## src/rtl/ws2812b_pixel_feeder_pkg.sv

```systemverilog
// ============================================================================
// Module   : ws2812b_pixel_feeder_pkg
// Brief    : Shared constants and types for the WS2812B pixel feeder:
//            register addresses, status bit positions, FIFO entry layout
//            and output FSM states.
// Revision : 1.0  initial release
// ============================================================================
`default_nettype none

package ws2812b_pixel_feeder_pkg;

    // CPU write addresses
    localparam logic [1:0] ADDR_COLOR  = 2'd0;
    localparam logic [1:0] ADDR_REPEAT = 2'd1;
    localparam logic [1:0] ADDR_CTRL   = 2'd2;
    localparam logic [1:0] ADDR_CLEAR  = 2'd3;

    // Status byte bit positions
    localparam int STATUS_OVF       = 7;
    localparam int STATUS_BUSY      = 6;
    localparam int STATUS_FULL      = 5;
    localparam int STATUS_EMPTY     = 4;
    localparam int STATUS_PHASE_LSB = 2;
    localparam int STATUS_LEVEL_LSB = 0;

    // FIFO entry layout: {latch, rep[7:0], grb[23:0]}
    localparam int ENTRY_W       = 33;
    localparam int ENTRY_LAT_BIT = 32;
    localparam int ENTRY_REP_LSB = 24;
    localparam int ENTRY_GRB_LSB = 0;

    // Output FSM states
    typedef enum logic [1:0] {
        ST_IDLE  = 2'd0,
        ST_OFFER = 2'd1,
        ST_GAP   = 2'd2
    } out_state_e;

endpackage

`default_nettype wire

```

## src/rtl/ws2812b_pix_fifo.sv

```systemverilog
// ============================================================================
// Module   : ws2812b_pix_fifo
// Brief    : Synchronous register-array FIFO for queued pixel entries.
//            Push is ignored when full, pop ignored when empty, flush wins.
// Revision : 1.0  initial release
// ============================================================================
`default_nettype none

module ws2812b_pix_fifo #(
    parameter int DEPTH = 4,
    parameter int WIDTH = 33
) (
    input  logic                       clk,
    input  logic                       rst_n,
    input  logic                       push,
    input  logic                       pop,
    input  logic                       flush,
    input  logic [WIDTH-1:0]           din,
    output logic [WIDTH-1:0]           dout,
    output logic                       empty,
    output logic                       full,
    output logic [$clog2(DEPTH):0]     level
);

    localparam int AW = $clog2(DEPTH);

    logic [WIDTH-1:0] mem_q [DEPTH];
    logic [AW-1:0]    wr_ptr_q;
    logic [AW-1:0]    rd_ptr_q;
    logic [AW:0]      count_q;
    logic             do_push;
    logic             do_pop;

    assign empty   = (count_q == '0);
    assign full    = (count_q == (AW+1)'(DEPTH));
    assign level   = count_q;
    assign dout    = mem_q[rd_ptr_q];
    assign do_push = push & ~full & ~flush;
    assign do_pop  = pop & ~empty & ~flush;

    // Storage array: written at the tail on an accepted push
    always_ff @(posedge clk) begin
        if (do_push) begin
            mem_q[wr_ptr_q] <= din;
        end
    end

    // Pointers and occupancy; power-of-two depth lets the pointers wrap naturally
    always_ff @(posedge clk or negedge rst_n) begin
        if (!rst_n) begin
            wr_ptr_q <= '0;
            rd_ptr_q <= '0;
            count_q  <= '0;
        end else if (flush) begin
            wr_ptr_q <= '0;
            rd_ptr_q <= '0;
            count_q  <= '0;
        end else begin
            if (do_push) wr_ptr_q <= wr_ptr_q + AW'(1);
            if (do_pop)  rd_ptr_q <= rd_ptr_q + AW'(1);
            case ({do_push, do_pop})
                2'b10:   count_q <= count_q + (AW+1)'(1);
                2'b01:   count_q <= count_q - (AW+1)'(1);
                default: count_q <= count_q;
            endcase
        end
    end

endmodule

`default_nettype wire

```

## src/rtl/ws2812b_pixel_feeder.sv

```systemverilog
// ============================================================================
// Module   : ws2812b_pixel_feeder
// Brief    : Assembles CPU byte writes into GRB pixels, queues them with a
//            repeat count and latch mark, and offers them to the WS2812B bit
//            driver over a valid/ready/latch handshake.
// Revision : 1.0  initial release
// ============================================================================
`default_nettype none

module ws2812b_pixel_feeder
    import ws2812b_pixel_feeder_pkg::*;
#(
    parameter int FIFO_DEPTH = 4
) (
    input  logic        clk,
    input  logic        rst_n,
    input  logic        wr_en,
    input  logic [1:0]  wr_addr,
    input  logic [7:0]  wr_data,
    output logic [7:0]  status,
    output logic [23:0] pix_data,
    output logic        pix_valid,
    output logic        pix_latch,
    input  logic        pix_ready
);

    localparam int LVL_W = $clog2(FIFO_DEPTH) + 1;

    // Byte assembler and configuration registers
    logic [1:0] phase_q, phase_d;
    logic [7:0] g_q, g_d;
    logic [7:0] r_q, r_d;
    logic [7:0] rep_q, rep_d;
    logic       latch_pend_q, latch_pend_d;
    logic       ovf_q, ovf_d;

    // Output stage registers
    out_state_e state_q;
    logic [23:0] pix_data_q;
    logic        pix_valid_q;
    logic [7:0]  rem_q;
    logic        lat_q;

    // FIFO interface
    logic                 fifo_push;
    logic                 fifo_pop;
    logic                 fifo_empty;
    logic                 fifo_full;
    logic [ENTRY_W-1:0]   fifo_din;
    logic [ENTRY_W-1:0]   fifo_dout;
    logic [LVL_W-1:0]     fifo_level;
    logic [1:0]           level_sat;

    logic wr_clear;
    logic wr_third;

    assign wr_clear  = wr_en & (wr_addr == ADDR_CLEAR);
    assign wr_third  = wr_en & (wr_addr == ADDR_COLOR) & (phase_q == 2'd2);
    assign fifo_push = wr_third & ~fifo_full;
    assign fifo_pop  = (state_q == ST_IDLE) & ~fifo_empty & ~wr_clear;
    assign fifo_din  = {latch_pend_q, rep_q, g_q, r_q, wr_data};

    ws2812b_pix_fifo #(
        .DEPTH (FIFO_DEPTH),
        .WIDTH (ENTRY_W)
    ) u_fifo (
        .clk   (clk),
        .rst_n (rst_n),
        .push  (fifo_push),
        .pop   (fifo_pop),
        .flush (wr_clear),
        .din   (fifo_din),
        .dout  (fifo_dout),
        .empty (fifo_empty),
        .full  (fifo_full),
        .level (fifo_level)
    );

    // Next-state for the byte assembler, repeat/latch config and overflow flag
    always_comb begin
        phase_d      = phase_q;
        g_d          = g_q;
        r_d          = r_q;
        rep_d        = rep_q;
        latch_pend_d = latch_pend_q;
        ovf_d        = ovf_q;
        if (wr_clear) begin
            phase_d      = 2'd0;
            latch_pend_d = 1'b0;
            ovf_d        = 1'b0;
        end else if (wr_en) begin
            case (wr_addr)
                ADDR_COLOR: begin
                    case (phase_q)
                        2'd0: begin
                            g_d     = wr_data;
                            phase_d = 2'd1;
                        end
                        2'd1: begin
                            r_d     = wr_data;
                            phase_d = 2'd2;
                        end
                        default: begin
                            // Third byte completes the pixel whether or not it fits
                            phase_d      = 2'd0;
                            latch_pend_d = 1'b0;
                            if (fifo_full) ovf_d = 1'b1;
                        end
                    endcase
                end
                ADDR_REPEAT: rep_d = wr_data;
                ADDR_CTRL: begin
                    if (wr_data[0]) latch_pend_d = 1'b1;
                end
                default: ;
            endcase
        end
    end

    // Assembler and configuration state registers
    always_ff @(posedge clk or negedge rst_n) begin
        if (!rst_n) begin
            phase_q      <= 2'd0;
            g_q          <= 8'd0;
            r_q          <= 8'd0;
            rep_q        <= 8'd0;
            latch_pend_q <= 1'b0;
            ovf_q        <= 1'b0;
        end else begin
            phase_q      <= phase_d;
            g_q          <= g_d;
            r_q          <= r_d;
            rep_q        <= rep_d;
            latch_pend_q <= latch_pend_d;
            ovf_q        <= ovf_d;
        end
    end

    // Output FSM: load a pixel, offer it, hold data one gap cycle, repeat as asked
    always_ff @(posedge clk or negedge rst_n) begin
        if (!rst_n) begin
            state_q     <= ST_IDLE;
            pix_data_q  <= 24'd0;
            pix_valid_q <= 1'b0;
            rem_q       <= 8'd0;
            lat_q       <= 1'b0;
        end else if (wr_clear) begin
            // pix_data is left alone; nothing is offered until a new pixel loads
            state_q     <= ST_IDLE;
            pix_valid_q <= 1'b0;
            rem_q       <= 8'd0;
            lat_q       <= 1'b0;
        end else begin
            case (state_q)
                ST_IDLE: begin
                    if (!fifo_empty) begin
                        pix_data_q  <= fifo_dout[ENTRY_GRB_LSB +: 24];
                        rem_q       <= fifo_dout[ENTRY_REP_LSB +: 8];
                        lat_q       <= fifo_dout[ENTRY_LAT_BIT];
                        pix_valid_q <= 1'b1;
                        state_q     <= ST_OFFER;
                    end
                end
                ST_OFFER: begin
                    if (pix_valid_q && pix_ready) begin
                        pix_valid_q <= 1'b0;
                        state_q     <= ST_GAP;
                    end
                end
                ST_GAP: begin
                    if (rem_q != 8'd0) begin
                        rem_q       <= rem_q - 8'd1;
                        pix_valid_q <= 1'b1;
                        state_q     <= ST_OFFER;
                    end else begin
                        state_q     <= ST_IDLE;
                    end
                end
                default: state_q <= ST_IDLE;
            endcase
        end
    end

    assign level_sat = (fifo_level > LVL_W'(3)) ? 2'd3 : fifo_level[1:0];

    assign pix_data  = pix_data_q;
    assign pix_valid = pix_valid_q;
    assign pix_latch = lat_q & (rem_q == 8'd0);

    always_comb begin
        status                                 = 8'd0;
        status[STATUS_OVF]                     = ovf_q;
        status[STATUS_BUSY]                    = (state_q != ST_IDLE) | ~fifo_empty;
        status[STATUS_FULL]                    = fifo_full;
        status[STATUS_EMPTY]                   = fifo_empty;
        status[STATUS_PHASE_LSB +: 2]          = phase_q;
        status[STATUS_LEVEL_LSB +: 2]          = level_sat;
    end

endmodule

`default_nettype wire
```

## config.mk

```make
export PLATFORM = sky130hd
export DESIGN_NAME = ws2812b_pixel_feeder
export DESIGN_NICKNAME = d
export VERILOG_FILES = /design/src/rtl/ws2812b_pixel_feeder_pkg.sv /design/src/rtl/ws2812b_pix_fifo.sv /design/src/rtl/ws2812b_pixel_feeder.sv
export SDC_FILE = /design/constraint.sdc
export NUM_CORES = 1
export LEC_CHECK = 0
export ABC_AREA = 1
export CAP_MARGIN = 20
export CORE_UTILIZATION = 45
export DETAILED_ROUTE_END_ITERATION = 10
export GPL_TIMING_DRIVEN = 0
export PLACE_DENSITY_LB_ADDON = 0.12
export SETUP_SLACK_MARGIN = 0.05
export SYNTH_ARGS = -nofsm -noshare
export SYNTH_HDL_FRONTEND = slang
export SYNTH_SLANG_ARGS = --single-unit
export TNS_END_PERCENT = 100
```

## constraint.sdc

```tcl
create_clock -name clk -period 2.6 [get_ports clk]
set_clock_uncertainty 0.05 [all_clocks]
set_input_delay 0.39 -clock clk [delete_from_list [all_inputs] [get_ports clk]]
set_output_delay 0.39 -clock clk [all_outputs]
set_load 0.005 [all_outputs]
```

Word-level counts from Yosys, hierarchy flattened

Memory sizes are Yosys's and may differ from the RTL's.
Cells that the tools add are included.

Bits in registers: 71
Latch bits: 0
Bits in writable memories: 132
ROM bits: 0
Bits of input ports: 14
Output and inout bits: 34
Word-level logic and storage cells: 123
Memories: 1

Add/sub/neg operators: 5
Multipliers: 0
Div/mod/pow operators: 0
$lt $le $gt $ge: 1
Eq/ne operators: 17
Shift-type cells: 0
Mux-type cells: 40
Bitwise gates (word level): 15
Reduce and logical (&&, ||, !) cells: 30

Memory list:

| memory       | words | bits a word | rd ports | clocked after memory_dff | write ports | line                   | RTL |
|---|---|---|---|---|---|---|---|
| u_fifo.mem_q | 4     | 33          | 1        | 0                        | 1           | ws2812b_pix_fifo.sv:27 | `logic [WIDTH-1:0] mem_q [DEPTH];` |

Operators with widths:

| operator                                         | number |
|---|---|
| two-way mux 8 bit                                | 3 |
| two-way mux 2 bit                                | 11 |
| AND reduction 4 bit                              | 5 |
| two-way mux 1 bit                                | 19 |
| one-hot mux 8 bit (2 select lines)               | 1 |
| != test 3 x 2 -> 1 bit, second input constant    | 5 |
| nonzero test 2 bit                               | 7 |
| bitwise AND 1 bit                                | 11 |
| == test 2 bit, second input constant             | 5 |
| AND reduction 3 bit                              | 3 |
| nonzero test 3 bit                               | 3 |
| == test 2 x 1 -> 1 bit, second input constant    | 4 |
| logical NOT 8 bit                                | 1 |
| nonzero test 8 bit                               | 1 |
| subtractor 8 x 1 -> 8 bit, second input constant | 1 |
| logical NOT 2 bit                                | 3 |
| one-hot mux 2 bit (3 select lines)               | 1 |
| one-hot mux 3 bit (2 select lines)               | 1 |
| AND reduction 2 bit                              | 3 |
| adder 2 x 1 -> 2 bit, second input constant      | 2 |
| != test 2 x 1 -> 1 bit, second input constant    | 2 |
| one-hot mux 2 bit (2 select lines)               | 1 |
| nonzero test 4 bit                               | 1 |
| adder 3 x 1 -> 3 bit, second input constant      | 1 |
| 11 further kinds                                 | 13 |

Depth between registers and ports, before layout

Depth after elaboration: 9
Depth in mapped cells: 11
Depth with buffers taken out: 11

By module

A second synthesis with hierarchy kept.

Cell total of the unflattened synthesis: 736
Area, all modules: 8295.5 um^2

Modules (own cells, without submodules):

| module               | instances | cells each | area each (um^2) | sequential area each (um^2) |
|---|---|---|---|---|
| ws2812b_pix_fifo     | 1         | 384        | 5338.9           | 4139.0 |
| ws2812b_pixel_feeder | 1         | 352        | 2956.6           | 1601.5 |

Least setup slack after synthesis

No wires, ideal clock.

Path kind: input port to flip-flop
From: input wr_addr[1]
To: memory u_fifo.mem_q[0][0], enable pin
Setup time: 0.423 ns
Arrival time: 2.302 ns
Required time: 2.127 ns
Setup slack: -0.175 ns
Stages: 5
Buffers on the path: 0
Cell sequence: inv_2 -> nand2_2 -> nor2_4 -> nand4_2 -> nor2_1

Longest elaborated chain between the ends: 8
Elaborated cells on any way between the ends: 11
Those cells by class: 1 x eq/ne; 2 x mux; 7 x bitwise; 1 x reduce/logical

Ends and longest elaborated chain:

| what                                        | line                       | RTL |
|---|---|---|
| start: declaration                          | ws2812b_pixel_feeder.sv:18 | `input logic [1:0] wr_addr,` |
| logical NOT 2 bit                           | ws2812b_pixel_feeder.sv:58 | `assign wr_third = wr_en & (wr_addr == ADDR_COLOR) & (phase_q == 2'd2);` |
| bitwise AND 1 bit (2 in a row)              | ws2812b_pixel_feeder.sv:58 |  |
| bitwise AND 1 bit                           | ws2812b_pixel_feeder.sv:59 | `assign fifo_push = wr_third & ~fifo_full;` |
| bitwise AND 1 bit                           | ws2812b_pix_fifo.sv:38     | `assign do_push = push & ~full & ~flush;` |
| bitwise AND 1 bit (*)                       | ws2812b_pix_fifo.sv:38     |  |
| two-way mux 1 bit (*)                       | ws2812b_pix_fifo.sv:43     | `if (do_push) begin` |
| two-way mux 1 bit (not written as such) (*) | ws2812b_pix_fifo.sv:44     | `mem_q[wr_ptr_q] <= din;` |
| end: declaration                            | ws2812b_pix_fifo.sv:27     |  |

Mark *: on every way between the ends. The rest lies on a longest branch, timed or not.

Final worst setup path

From: register u_fifo.count_q[0] (netlist: u_fifo.level[0])
To: output status[4]

Longest elaborated chain between the ends: 1

Ends and longest elaborated chain:

| what                     | line                       | RTL |
|---|---|---|
| start: declaration       | ws2812b_pix_fifo.sv:30     | `logic [AW:0] count_q;` |
| start signal: assignment | ws2812b_pix_fifo.sv:62     | `2'b10: count_q <= count_q + (AW+1)'(1);` |
| start signal: assignment | ws2812b_pix_fifo.sv:63     | `2'b01: count_q <= count_q - (AW+1)'(1);` |
| start signal: assignment | ws2812b_pix_fifo.sv:64     | `default: count_q <= count_q;` |
| logical NOT 3 bit        | ws2812b_pix_fifo.sv:34     | `assign empty = (count_q == '0);` |
| end: declaration         | ws2812b_pixel_feeder.sv:20 | `output logic [7:0] status,` |

No other way between the ends.

==> results.toml <==
[final_layout]
nFillCells = 1515
drive_above_1_share_pct = 11.3
post-route-util_pct = 55.4
antenna_cells = 0
final_nets = 834
finalInstanceArea_um2 = 9950
fin_cells = 1058
area_growth_pct = 20.3

[critical_path]
worstPathCellList = "inv_1 > nand2_1 > nor2_4 > buf_4 > clkdlybuf4s50_1"
cp_max_fo = 6
arrival_ns = 2.02
r2r_start = "u_fifo.level[0]"
ff2ff_path_depth = 11
r2r_setup_slack_ns = 0.21
start_kind = "flop"
slowest_delay_ns = 0.50
cp.required_ns = 2.16
cp_top_family = "buffers and inverters"
cp-end-kind = "output pin"
path_buf_inv = 3
critPathSlowestCell = "clkdlybuf4s50_1"
r2r-end = "u_fifo.level[2]"
critPathKind = "reg2out"
path_depth = 5

[outcome]
outcome = "complete, no violations"

[cts]
cts_sinks = 203
clock-root-buffer = "clkbuf_16"
clk_transition_reported_paths_ns = 0.06
cts_made_buffers = 22
clk_path_buf_depth = 3
cts-htree-levels = 1
cts_tree = "done"
clock_latency_ns = 0.50

[placed_design]
place.gp.congestion = 0.794
numPortBuffers = 47
dp_hpwl_um = 12200
dp_cells = 1016
pre_cts_slack_ns = -0.459
placed_area_um2 = 9160

[power_and_ir_drop]
total_power_mw = 11.2
ir_drop_mv = 0.610
p_leak_nw = 3.92
power_density_nw_per_um2 = 1130

[global_routing]
grt_pass1_vias = 5423
grt_max_degree = 40
grt_overflow = 0
antenna_found_initial = 0
grt_pass1_wl_um = 30000
track_usage_pct = 21.5

[route]
drtIter0Drc = 397
ant_nets = 0
wl_um = 19100
vias = 5517
drc = 0
drt_pass1_iterations = 5
routedWlPerCell_um = 18.1
viasPerCell = 5.21

[logic_synthesis]
synth_area_leader_cell = "edfxtp_1"
syn_avg_cell_area_um2 = 11.3
netlist_instances = 735
synth_area_leaders = "edfxtp_1 48%, dfrtp_1 21%, nor2_1 6.4%"
synth.most_common_cell = "nor2_1"
synth-seq-cells = 203
ys.flop_type = "edfxtp_1"
yosysSeqAreaShare_pct = 69.4
async_flop_share_pct = 35.0
yosysWarnings = 0
syn-num-nets = 756
synth_top_area_share_pct = 47.9
synth_commonest_cells = "142 x nor2_1, 132 x edfxtp_1, 124 x nand2_1"
ys_types = 31
synth_edf_count = 132
syn_area_um2 = 8270

[die]
io_pins = 48
start_util_pct = 46.0
die_x_um = 138
die_h_um = 138
rows = 49
coreArea_um2 = 18000
die_area_um2 = 18900

[min_path]
min-delay-path-class = "in2async"

[timing]
tightest_slew_ns = 0.608
drv_slew = 0
min_period_ns = 2.46
hold_viol = 0
fmax_ghz = 0.406
setup_ws_ns = 0.139
finalCritPeriodShare_pct = 94.7
rsz0062_at_grt = "true"
relSlewSlack_pct = 59.5
setup_viol = 0

[job]
drv_cap = 0
[per-stage QoR]
stage | hold WS (ns) | TNS, ns
after detailed placement | 0.349 | -18.78
after global placement | 0.403 | -400.70
final | 0.348 | 0
after floorplan | 0.0444 | -23.16
after global routing | 0.404 | -0.0225
after CTS | 0.356 | 0
[timing repair]
| item | CTS | global route |
|---|---|---|
| resized for setup | 2 | 2 |
| pin swaps | 1 | 0 |
| hold buffers | 1 | 0 |
| cloned | 0 | 0 |
| setup buffers | 1 | 0 |
| setup endpoints to repair | 1 | 2 |
| hold endpoints to repair | 32 | 0 |
[worst max path at each step]
stage / start / to / slack (ns)
floorplan: wr_addr[1] / u_fifo.mem_q[0][0] / -0.18
global placement: wr_addr[1] / u_fifo.mem_q[2][2] / -2.11
detailed placement: wr_addr[1] / u_fifo.level[2] / -0.46
CTS: wr_addr[1] / u_fifo.level[2] / 0.07
global route: wr_addr[1] / u_fifo.level[2] / -0.02
finish: u_fifo.level[0] / status[4] / 0.14
[cells by family after synthesis]
logic type	share of synthesized area, %
AND/OR/NAND/NOR	16.8
flip-flops	69.4
AO/OA/AOI/OAI	7.90
buffers and inverters	4.71
adder cells (fa/ha/maj)	1.15
[cell usage in the layout, fill, tap and decap left out, types with 2 or more instances in the layout]
cell type	instances
a31oi_1	26
nor2_2	3
nand3_4	3
clkinv_2	4
nand2_4	2
clkinvlp_4	2
ha_1	5
nand2_2	2
clkbuf_8	4
edfxtp_1	132
nor2_1	137
clkbuf_1	10
inv_2	3
o21ai_1	11
buf_6	7
nand2_1	124
buf_2	12
o21ai_0	80
clkdlybuf4s50_1	45
buf_12	4
buf_1	2
nand3_1	37
nor2_4	8
dfrtp_1	71
clkbuf_16	23
buf_4	7
inv_1	41
bufinv_16	2
nor3_1	4
a21oi_1	4
[sequential cells by signal, summed over array words and instances, names as in the netlist]
register and count:
phase_q 2, rep_q 8, r_q 8, u_fifo.wr_ptr_q 2
u_fifo.mem_q 132, rem_q 8, latch_pend_q 1, g_q 8
pix_valid 1, lat_q 1, state_q 2, u_fifo.rd_ptr_q 2
u_fifo.level 3, pix_data 24, ovf_q 1
[where the power goes]
part / total, mW / internal [mW] / switching, mW
clock network: 3.20 / 1.94 / 1.26
registers: 4.46 / 4.05 / 0.410
logic: 3.59 / 1.44 / 2.14
total: 11.2 / 7.43 / 3.81
[final cells by class]
type	instances	area [µm²]	share of cell area (%)
repair buffers	54	596	5.99
clock buffers	30	642	6.45
clock inverters	10	114	1.14
plain buffers	33	210	2.11
inverters	46	179	1.80
multi-input cells	453	2180	21.9
flip-flops and latches	203	5740	57.7
well taps	229	287	2.88
[routing by layer]
metal | up-vias | GRT usage (%) | part of all wire (%)
met2 | 136 | 35.7 | 50
met5 | - | 0 | 0
met1 | 2698 | 29.7 | 44
li1 | 2649 | - | -
met3 | 34 | 2.61 | 4.3
met4 | 0 | 6.29 | 2.1
No activity file was read; power rests on OpenSTA's default activity.
